[config.mk]
export PLATFORM = sky130hd
export DESIGN_NAME = ls_unit
export DESIGN_NICKNAME = d
export VERILOG_FILES = /design/src/rtl/ls_pkg.sv /design/src/rtl/ls_lane_extract.sv /design/src/rtl/ls_unit.sv
export SDC_FILE = /design/constraint.sdc
export NUM_CORES = 1
export LEC_CHECK = 0
export BUFFER_PORTS_ARGS = -buffer_cell sky130_fd_sc_hd__buf_2
export CORE_UTILIZATION = 54
export DETAILED_ROUTE_END_ITERATION = 8
export PLACE_DENSITY = 0.85
export SKIP_CTS_REPAIR_TIMING = 1
export SYNTH_ARGS = -nofsm -noshare
export SYNTH_HDL_FRONTEND = slang
export SYNTH_SLANG_ARGS = --single-unit
[constraint.sdc]
create_clock -name clk -period 3.84 [get_ports clk]
set_input_delay 0.192 -clock clk [delete_from_list [all_inputs] [get_ports clk]]
set_output_delay 0.192 -clock clk [all_outputs]
set_load 0.02 [all_outputs]
[src/rtl/ls_pkg.sv]
// Shared size encodings, FSM state type and lane width for the load/store sequencer.
package ls_pkg;

  localparam int LANE_W = 8;

  localparam logic [1:0] LS_NONE = 2'b00;
  localparam logic [1:0] LS_BYTE = 2'b01;
  localparam logic [1:0] LS_HALF = 2'b10;
  localparam logic [1:0] LS_WORD = 2'b11;

  typedef enum logic [2:0] {
    IDLE,
    RD_REQ,
    RD_WAIT,
    CAPTURE,
    MERGE,
    WRITE,
    FIN
  } ls_state_t;

endpackage

[src/rtl/ls_lane_extract.sv]
// Picks the byte/half/word lane of a little-endian memory word and zero- or sign-extends it.
module ls_lane_extract
  import ls_pkg::*;
#(
  parameter int DATA_W = 32
) (
  input  logic [DATA_W-1:0] data,
  input  logic [1:0]        offset,
  input  logic [1:0]        size,
  input  logic              sign_ext,
  output logic [DATA_W-1:0] result
);

  logic signed [LANE_W-1:0]   byte_lane;
  logic signed [2*LANE_W-1:0] half_lane;

  always_comb begin
    byte_lane = data[7:0];
    case (offset)
      2'd1:    byte_lane = data[15:8];
      2'd2:    byte_lane = data[23:16];
      2'd3:    byte_lane = data[31:24];
      default: byte_lane = data[7:0];
    endcase
    // addr[0] plays no part in half selection
    half_lane = offset[1] ? data[31:16] : data[15:0];

    result = data;
    case (size)
      LS_BYTE: result = sign_ext ? DATA_W'(byte_lane) : DATA_W'($unsigned(byte_lane));
      LS_HALF: result = sign_ext ? DATA_W'(half_lane) : DATA_W'($unsigned(half_lane));
      default: result = data;
    endcase
  end

endmodule

[src/rtl/ls_unit.sv]
// Multicycle load/store sequencer with read-modify-write for sub-word stores.
// Optional misalignment trap enabled by defining LS_MISALIGN_TRAP_EN.
module ls_unit
  import ls_pkg::*;
#(
  parameter int ADDR_W  = 32,
  parameter int DATA_W  = 32,
  parameter int MEM_LAT = 1
) (
  input  logic              clk,
  input  logic              reset,
  input  logic              start,
  input  logic              is_store,
  input  logic [1:0]        size,
  input  logic              sign_ext,
  input  logic [ADDR_W-1:0] addr,
  input  logic [DATA_W-1:0] store_data,
  output logic              busy,
  output logic              done,
  output logic              err,
  output logic [DATA_W-1:0] load_data,
  output logic [ADDR_W-1:0] mem_addr,
  output logic              mem_wr,
  output logic [DATA_W-1:0] mem_wdata,
  input  logic [DATA_W-1:0] mem_rdata
);

  if (DATA_W != 32) begin : g_bad_data_w
    $error("ls_unit: DATA_W must be 32");
  end
  if (MEM_LAT < 1 || MEM_LAT > 4) begin : g_bad_mem_lat
    $error("ls_unit: MEM_LAT must be in 1..4");
  end

  ls_state_t         state, nxt;
  logic [2:0]        wait_cnt;
  logic              mis_q;
  logic              misalign;
  logic [1:0]        req_off;
  logic [1:0]        req_size;
  logic              req_sign;
  logic              req_store;
  logic [DATA_W-1:0] req_data;
  logic [DATA_W-1:0] extracted;

`ifdef LS_MISALIGN_TRAP_EN
  assign misalign = ((size == LS_HALF) && addr[0]) ||
                    ((size == LS_WORD) && (addr[1:0] != 2'b00));
`else
  assign misalign = 1'b0;
`endif

  function automatic logic [DATA_W-1:0] lane_merge(
    input logic [DATA_W-1:0] word,
    input logic [1:0]        off,
    input logic [1:0]        sz,
    input logic [DATA_W-1:0] src
  );
    logic [DATA_W-1:0] r;
    r = word;
    if (sz == LS_BYTE) begin
      case (off)
        2'd0:    r[7:0]   = src[7:0];
        2'd1:    r[15:8]  = src[7:0];
        2'd2:    r[23:16] = src[7:0];
        default: r[31:24] = src[7:0];
      endcase
    end else if (sz == LS_HALF) begin
      if (off[1]) r[31:16] = src[15:0];
      else        r[15:0]  = src[15:0];
    end
    return r;
  endfunction

  ls_lane_extract #(.DATA_W(DATA_W)) u_extract (
    .data     (mem_rdata),
    .offset   (req_off),
    .size     (req_size),
    .sign_ext (req_sign),
    .result   (extracted)
  );

  always_comb begin
    nxt = state;
    case (state)
      IDLE: begin
        if (start) begin
          if (size == LS_NONE || misalign)      nxt = FIN;
          else if (is_store && size == LS_WORD) nxt = WRITE;
          else                                  nxt = RD_REQ;
        end
      end
      RD_REQ:  nxt = RD_WAIT;
      // RD_WAIT lasts MEM_LAT cycles so mem_rdata is settled on entry to CAPTURE/MERGE
      RD_WAIT: if (wait_cnt == 3'(MEM_LAT - 1)) nxt = req_store ? MERGE : CAPTURE;
      CAPTURE: nxt = FIN;
      MERGE:   nxt = WRITE;
      WRITE:   nxt = FIN;
      FIN:     nxt = IDLE;
      default: nxt = IDLE;
    endcase
  end

  assign busy   = (state != IDLE);
  assign done   = (state == FIN);
  assign err    = done && mis_q;
  assign mem_wr = (state == WRITE);

  always_ff @(posedge clk) begin
    if (reset) begin
      state     <= IDLE;
      wait_cnt  <= '0;
      mis_q     <= 1'b0;
      load_data <= '0;
      mem_addr  <= '0;
      mem_wdata <= '0;
    end else begin
      state <= nxt;
      case (state)
        IDLE: begin
          if (start) begin
            mis_q <= misalign;
            if (nxt != FIN) mem_addr <= {addr[ADDR_W-1:2], 2'b00};
            if (nxt == WRITE) mem_wdata <= store_data;
          end
        end
        RD_REQ:  wait_cnt  <= '0;
        RD_WAIT: wait_cnt  <= wait_cnt + 3'd1;
        CAPTURE: load_data <= extracted;
        MERGE:   mem_wdata <= lane_merge(mem_rdata, req_off, req_size, req_data);
        default: ;
      endcase
    end
  end

  // Request fields are only consumed while busy, so they carry no reset
  always_ff @(posedge clk) begin
    if (state == IDLE && start) begin
      req_off   <= addr[1:0];
      req_size  <= size;
      req_sign  <= sign_ext;
      req_store <= is_store;
      req_data  <= store_data;
    end
  end

endmodule

[Yosys cells after proc, flatten, opt, wreduce, memory -nomap -nowiden]
Index checks and enable logic that the tools add are counted.
W data, S select, Z words.
Storage, ports and cells
  output and inout port bits: 100
  input port bits: 103
  bits in registers: 122
Cells by class
  reductions and logical operators: 13
  equal/unequal tests: 16
  muxes and demuxes: 23
  add/sub/neg operators: 1
Operators with widths (count)
  $mux W32: 6
  $pmux W32 S2: 2
  $mux W16: 3
  $mux W8: 4
  $pmux W8 S3: 1
  $mux W3: 5
  $pmux W3 S5: 1
  $eq A3 B3 Y1 const B: 4
  $eq A2 B2 Y1 const B: 4
  $eq A3 B2 Y1 const B: 2
  $logic_not A3 Y1: 2
  $pmux W3 S2: 1
  $reduce_and A3 Y1: 2
  $eq A2 B1 Y1 const B: 2
  $logic_not A2 Y1: 2
  $ne A2 B2 Y1 const B: 2
  $reduce_bool A2 Y1: 2
  $add A3 B1 Y3 const B: 1
  $eq A3 B1 Y1 const B: 1
  $ne A3 B3 Y1 const B: 1
  $reduce_bool A3 Y1: 1
  $reduce_or A3 Y1: 1
  $logic_and A1 B1 Y1: 2
  $reduce_or A2 Y1: 1

[Logic depth before layout (Yosys ltp)]
Gate-level depths: netlist of run 1.
  depth in word-level cells: 10
  gate-level depth with buffers: 8
  gate-level depth less buffers: 6

[Cells and area by module]
Synthesis of run 1 repeated with hierarchy kept, for this count alone.
Second synthesis, totals
  cells, all modules: 709
  area total of the unflattened synthesis: 6085.8 sq um
Modules (own cells, without submodules)
  ls_unit: area an instance 5325.1 sq um, cells each 591, instances 1
  ls_lane_extract: area an instance 760.7 sq um, cells each 118, instances 1

[Worst setup path before layout of run 1]
No wires, ideal clock.
  path type: flip-flop to flip-flop
  start: reg state[0]
  end: reg mem_wdata[0]
  clock period less this slack: 2318 ps
  data required time: 3708 ps
  setup slack: 1522 ps
  arrival: 2186 ps
  stages on the path, launching flop included: 7
  library setup time: 132 ps
  buffers on the path: 2
  cells stage by stage: dfxtp_1 buf_2 nor4b_4 nand2_2 buf_2 o221ai_1 a21oi_1
Between the ends
  cells in the longest elaborated chain, start to end: 6
  elaborated cells on any way between the ends: 16
  those cells by class: 8 x eq/ne; 4 x mux; 4 x reduce/logical
RTL lines
  from (decl): RTL line ls_unit.sv:35  | ls_state_t state, nxt;
  from (signal assigned): RTL line ls_unit.sv:118  | state <= nxt;
  $eq A3 B3 Y1 / $eq A3 B2 Y1 (equally long branches): RTL line ls_unit.sv:85  | case (state)
  $reduce_or A2 Y1 (no source line)
  $pmux W3 S5: RTL line ls_unit.sv:85
  $eq A3 B3 Y1: RTL line ls_unit.sv:124  | if (nxt == WRITE) mem_wdata <= store_data;
  $ne A2 B2 Y1 (no source line)
  $reduce_and A3 Y1 (no source line)
  to (signal assigned): RTL line ls_unit.sv:124
  to (signal assigned): RTL line ls_unit.sv:130  | MERGE: mem_wdata <= lane_merge(mem_rdata, req_off, req_size, req_data);
  to (decl): RTL line ls_unit.sv:24  | output logic [DATA_W-1:0] mem_wdata,
Several ways; a longest one is shown, not always the timed one.
A chain may end at the register's enable or synchronous reset.

[Worst setup path after layout of run 1]
  start: reg req_size[0]
  end: reg mem_wdata[15]
Between the ends
  cells in the longest elaborated chain, start to end: 4
  elaborated cells on any way between the ends: 5
  those cells by class: 2 x eq/ne; 3 x mux
RTL lines
  from (decl): RTL line ls_unit.sv:40  | logic [1:0] req_size;
  from (signal assigned): RTL line ls_unit.sv:140  | req_size <= size;
  $eq A2 B2 Y1: RTL line ls_unit.sv:68  | end else if (sz == LS_HALF) begin
  $mux W32: RTL line ls_unit.sv:68
  $mux W32 *: RTL line ls_unit.sv:61  | if (sz == LS_BYTE) begin
  $pmux W32 S2 *: RTL line ls_unit.sv:119  | case (state)
Mark *: on every way between the ends. The rest lies on a longest branch, timed or not.

==> run summary, run 1 <==
Crit end category: flop
Synth top cells by count: 109 x nand2_1, 100 x dfxtp_1, 72 x a21oi_1
Vias in the first global route: 5,371
Final setup fails: 0
Effective utilization at floorplan: 0.5601
Worst Hold Class: primary input to flop
Outcome: complete, but fails checks
DIE AREA: 11,170 µm²
Fmax: 0.3712 GHz
DRC viols: 0
Worst EP required: 4.22 ns
Min Tclk post-route: 2.694 ns
Share of layout cells above drive strength 1: 0.3048
Sink Count: 122
Hold Path Depth: 3
Mapped Avg Cell Area: 9.219 µm²
Final worst slack: 1.146 ns
Worst Reg-to-Reg Cells: 6
Slew @ Worst Pin: 1.269 ns
Hold Path Origin: mem_rdata[0]
Reg clk slew, reported paths: 0.06 ns
Post-synth top flop: dfxtp_1
Clock tree buffer depth: 2
Setup CP Type: flop to flop
CTS tree: done
Final period util: 0.7016
Worst reg-to-reg setup slack: 1.15 ns
Gr usage total: 0.3115
Fin. max-slew vios: 0
Worst VDD drop: 0.0003124 V
Core area: 10,370 µm²
Post-DP HPWL: 12,170 µm
Gr ovfl total: 0
Die width: 105.7 µm
Synth cell types: 54
Violated checks: hold timing
Setup_tns: 0 ns
Crit path launch type: flop
Most frequent cell after synthesis: nand2_1
Routed length per instance: 19.15 µm
DRT antenna net count: 0
Sequential area share after synthesis: 0.4584
Synth top area share: 0.3447
Pwr Total: 0.004163 W
Syn. warnings: 0
Cells after synthesis: 630
Pwr/cell area: 517.5 nW/µm²
Largest net degree at the start of global routing: 52
Worst Skew: 0.006014 ns
Vias/cell: 6.063
Worst R2R End: mem_wdata[15]$_SDFFE_PP0P_
Cell area after synthesis: 5808 µm²
Worst slack, placed: 1.208 ns
Final hold vios: 5
Clock root cell: clkbuf_8
CP Max Fanout: 21
GP Congestion: 0.9213
Reg2Reg Launch Point: req_size[0]$_DFFE_PP_
PortBufs: 199
Drt pass-1 iters: 7
Num CTS Buffers: 17
Post-synth EDFFs: 22
Synth area leaders: dfxtp_1 34%, edfxtp_1 11%, nand2_1 7.0%
FP Rows: 37
Max-Cap Viols: 0
Chip Height: 105.7 µm
DR vias: 6,215
Initial antenna violation count: 0
Clk_lat worst skew: 0.53 ns
Leakage: 3.584 nW
H-tree lvl count: 4
Share of flip-flops with an asynchronous set or reset: 0
Net count, final: 983
Hold WS: -0.01604 ns
Initial drt markers: 720
Yosys reg bits: 122
# IOs: 203
ANT cells: 0
Fill cells: 640
Max-slew headroom: 0.1533
Post-Route WL: 19,630 µm
First-pass GRT wire length: 27,040 µm
WHS Endpoint: load_data[0]$_SDFFE_PP0N_
Arr. time, crit path: 3.08 ns
RSZ-0062 raised after global routing: false
Layout area overhead: 38.50%
Synth area leader: dfxtp_1
worst max-delay path: stages, from the launching register on:
cell	delay (ns)
edfxtp_1	0.39
inv_1	0.07
ha_1	0.59
nor2b_1	0.67
mux2_2	0.41
a222oi_1	0.29
a211oi_1	0.12
area by class of cell:
class	instances	area, µm²	share of cell area
Multi-Input combinational cell	440	2840	0.3531
Sequential cell	122	2663	0.3310
Timing Repair Buffer	278	1774	0.2206
Clock buffer	26	500.5	0.06222
Tap cell	136	170.2	0.02115
Inverter	17	63.81	0.007933
Clock inverter	6	32.53	0.004044
cell usage in the layout (no fill, tap or decap), drive strengths merged, types with 2 or more instances in the layout:
master       count
a311oi           2
dfxtp          100
mux2i           30
a21oi           72
ha               4
nor2b           10
a222oi           7
nor3             2
clkbuf          26
conb             3
o221ai          24
inv             19
buf            204
a31o             2
nand2          110
o21ai           47
a21boi           2
nand2b           2
o211ai           7
and3             2
or3              2
a22o             5
a221oi          11
clkinv           4
nand3            2
edfxtp          22
and2             4
mux2            30
nor2            17
a31oi            9
o21a             4
dlygate4sd3     74
a211oi           9
a21o             8
power by group:
group	total [W]	switching [W]	internal, W
Clock	0.00144	0.000555	0.000883
Combinational	0.00110	0.000673	0.000430
Sequential	0.00162	0.000147	0.00147
state kept, by name, summed over array words and instances, names as in the netlist:
| name | cells |
|---|---|
| mem_wdata | 32 |
| req_store | 1 |
| req_data | 16 |
| req_sign | 1 |
| req_size | 2 |
| load_data | 32 |
| req_off | 2 |
| state | 3 |
| wait_cnt | 3 |
| mem_addr | 30 |
how the worst max path moves through the flow:
| stage | start | end | slack, ns | depth (start not counted) |
|---|---|---|---|---|
| 6_report | req_size[0]$_DFFE_PP_ | mem_wdata[15]$_SDFFE_PP0P_ | 1.15 | 6 |
| 5_1_grt | req_size[0]$_DFFE_PP_ | mem_wdata[13]$_SDFFE_PP0P_ | 0.93 | 6 |
| 4_1_cts | req_size[0]$_DFFE_PP_ | mem_wdata[13]$_SDFFE_PP0P_ | 1.18 | 6 |
| 3_5_place_dp | req_size[0]$_DFFE_PP_ | mem_wdata[13]$_SDFFE_PP0P_ | 1.21 | 6 |
| 3_3_place_gp | req_size[0]$_DFFE_PP_ | mem_wdata[15]$_SDFFE_PP0P_ | 1.33 | 6 |
| 2_1_floorplan | state[0]$_SDFF_PP0_ | mem_wdata[0]$_SDFFE_PP0P_ | 1.52 | 6 |
layer usage:
metal,wire length (µm),GRT usage,vias up
met5,0,0,-
met4,869,0.1617,0
met3,2188,0.09091,88
met2,9114,0.4995,466
met1,7458,0.3784,2868
li1,-,-,2793
metrics by stage:
| stage | hold slack (ns) | cell area, µm² | utilization | std cells |
|---|---|---|---|---|
| after detailed placement | 0.3829 | 6770 | 0.6529 | 919 |
| final | -0.01604 | 8044 | 0.7757 | 1025 |
| after global placement | 0.3696 | 6770 | 0.6529 | 919 |
| after global routing | 0.002536 | 8044 | 0.7757 | 1025 |
| after floorplan | 0.2909 | 5816 | - | 632 |
| after CTS | -0.1628 | 7303 | 0.7043 | 951 |
cells by family (layout without fill, tap and decap cells):
family                   count (synthesis)  after routing  synth area share
AO/OA/AOI/OAI                          212            212            0.2365
AND/OR/NAND/NOR                        159            159            0.1260
flip-flops                             122            122            0.4584
buffers and inverters                   70            327           0.05450
multiplexers                            61             61            0.1137
adder cells (fa/ha/maj)                  4              4          0.008617
other                                    1              3         0.0006457
XOR/XNOR                                 1              1          0.001508
No activity file was read; power rests on OpenSTA's default activity.
==> run 2, diff against run 1 <==
--- a/config.mk
+++ b/config.mk
@@ -6,9 +6,9 @@
 export NUM_CORES = 1
 export LEC_CHECK = 0
 export BUFFER_PORTS_ARGS = -buffer_cell sky130_fd_sc_hd__buf_2
-export CORE_UTILIZATION = 54
+export CORE_UTILIZATION = 45
 export DETAILED_ROUTE_END_ITERATION = 8
-export PLACE_DENSITY = 0.85
+export PLACE_DENSITY = 0.76
 export SKIP_CTS_REPAIR_TIMING = 1
 export SYNTH_ARGS = -nofsm -noshare
 export SYNTH_HDL_FRONTEND = slang
==> constraint.sdc (replaced) <==
create_clock -name clk -period 2.2 [get_ports clk]
set_input_delay 0.11 -clock clk [delete_from_list [all_inputs] [get_ports clk]]
set_output_delay 0.11 -clock clk [all_outputs]
set_load 0.02 [all_outputs]
==> run 2 against run 1 <==
Net effect:
- the flow still finishes with violations (hold timing)
- cell count up 3.4%
- clock skew is 0.0036 ns higher
- largest cell class unchanged
- first-iteration DRC count decreased by 38%
- clock power up 100%
- critical path depth is 2 lower
==> run summary, run 2 (synthesis results as in run 1) <==
Largest regs: load_data: 32 flops, mem_wdata: 32 flops, mem_addr: 30 flops
First-pass GRT wire length: 27,140 µm (+0.38%)
Layout area overhead: 40.07%
DRC viols: 0 (unchanged)
Chip Height: 115.6 µm (+9.4%)
Commonest cells after routing, fill and taps aside: 199 x buf_2, 109 x nand2_1, 98 x dfxtp_1, 72 x a21oi_1, 52 x dlygate4sd3_1
Worst EP required: 2.52 ns (-1.70 ns)
Setup crit start: state[2]$_SDFF_PP0_
Reg2Reg Launch Point: state[2]$_SDFF_PP0_
Pwr Total: 0.007712 W (+85%)
Outcome: complete, but fails checks
Max-Cap Viols: 0 (unchanged)
Reg clk slew, reported paths: 0.05 ns (about the same)
Worst Hold Class: primary input to flop
Fmax: 0.5001 GHz (+35%)
Hold WS: -0.006666 ns (+0.009377 ns)
Pwr/cell area: 948.0 nW/µm² (+83%)
Clock root cell: clkbuf_16
Fin. max-slew vios: 0 (unchanged)
Vias/cell: 5.552 (-8.4%)
Hold Path Depth: 3 (unchanged)
Leakage: 3.646 nW (+1.7%)
Share of layout cells above drive strength 1: 0.3345 (+0.02962)
FP Rows: 41 (+11%)
Initial antenna violation count: 1 (+1)
Sink Count: 122 (unchanged)
Vias in the first global route: 5,385 (+0.26%)
Setup CP Type: flop to flop
Slew @ Worst Pin: 0.5585 ns (-0.7102 ns)
Gr ovfl total: 0 (unchanged)
Min Tclk post-route: 1.999 ns (-0.6947 ns)
Core area: 12,620 µm² (+22%)
Routed length per instance: 17.80 µm (-7.0%)
CP Max Fanout: 12 (-43%)
Placed insts: 976 (+6.2%)
Drt pass-1 iters: 7 (unchanged)
Final hold vios: 2 (-3)
Crit end category: flop
CTS tree: done
Clk_lat worst skew: 0.42 ns (-0.11 ns)
# IOs: 203 (unchanged)
Die width: 115.6 µm (+9.4%)
Worst Reg-to-Reg Cells: 4 (-2)
Finished Layout Cells: 1,060 (+3.4%)
DRT antenna net count: 0 (unchanged)
Worst Skew: 0.009612 ns (+0.003598 ns)
Post-DP HPWL: 13,090 µm (+7.6%)
Final setup fails: 0 (unchanged)
ANT cells: 0 (unchanged)
Net count, final: 982 (-0.10%)
Max-slew headroom: 0.6277 (+0.4744)
Arr. time, crit path: 2.32 ns (-0.76 ns)
Leading cell type in the layout, fill and taps excluded: buf_2
Gr usage total: 0.2682 (-0.04323)
Initial drt markers: 444 (-38%)
Hold Path Origin: mem_rdata[4]
RSZ-0062 raised after global routing: false
DIE AREA: 13,370 µm² (+20%)
DR vias: 5,885 (-5.3%)
Crit path launch type: flop
GP Congestion: 0.8879 (-3.6%)
Post-Route WL: 18,870 µm (-3.9%)
Violated checks: hold timing
PortBufs: 199 (unchanged)
Worst VDD drop: 0.0007097 V (+130%)
H-tree lvl count: 4 (unchanged)
Num CTS Buffers: 17 (unchanged)
Largest net degree at the start of global routing: 51 (-1.9%)
Effective utilization at floorplan: 0.4602 (-0.09984)
Clock tree buffer depth: 2 (unchanged)
Final period util: 0.9088 (+0.2072)
## run 2: layout make-up
class | count | area (µm²)
Fill cell | 1033 | 4484
Multi-Input combinational cell | 440 | 2840
Sequential cell | 122 | 2665
Timing Repair Buffer | 277 | 1724
Clock buffer | 25 | 516.7
Tap cell | 172 | 215.2
Clock inverter | 7 | 110.1
Inverter | 17 | 63.81
## run 2: report_power, final
part / leakage (nW) / switching [W] / total [W] / internal [W]
sequential: 1.02 / 0.000221 / 0.00279 / 0.00257
combinational: 2.31 / 0.00118 / 0.00198 / 0.000798
clock: 0.312 / 0.000975 / 0.00294 / 0.00196
## run 2: layer usage
layer / global-route usage / part of all wire / vias to the layer above
met5: 0 / 0.00069 / -
met4: 0.1060 / 0.027 / 2
met3: 0.09310 / 0.093 / 42
met2: 0.4471 / 0.47 / 288
met1: 0.3176 / 0.41 / 2769
li1: - / - / 2784
## run 2: stage by stage
stage / cell area (µm²) / setup slack (ns) / utilization / setup TNS, ns / hold WS [ns]
finish: 8135 / 0.2006 / 0.6447 / 0 / -0.006666
global route: 8135 / 0.04230 / 0.6447 / 0 / 0.002901
CTS: 7614 / 0.1085 / 0.6033 / 0 / -0.1421
detailed placement: 6987 / 0.1380 / 0.5536 / 0 / 0.2907
global placement: 6987 / 0.1897 / 0.5536 / 0 / 0.2919
floorplan: 5836 / -0.005669 / - / -0.05669 / 0.2089
## run 2: final timing paths
| check | end | slack, ns |
|---|---|---|
| min reg2reg | mem_addr[6]$_SDFFE_PP0P_ | 0.45 |
| max | mem_wdata[15]$_SDFFE_PP0P_ | 0.20 |
| min | load_data[4]$_SDFFE_PP0N_ | -0.007 |
| max reg2reg | mem_wdata[15]$_SDFFE_PP0P_ | 0.20 |
## run 2: worst max-delay path, cell delays in order, from the launching register on
cell and delay [ns]:
dfxtp_1 0.54, or3b_1 0.61, nor2_2 0.33, a222oi_1 0.15, a211oi_1 0.27
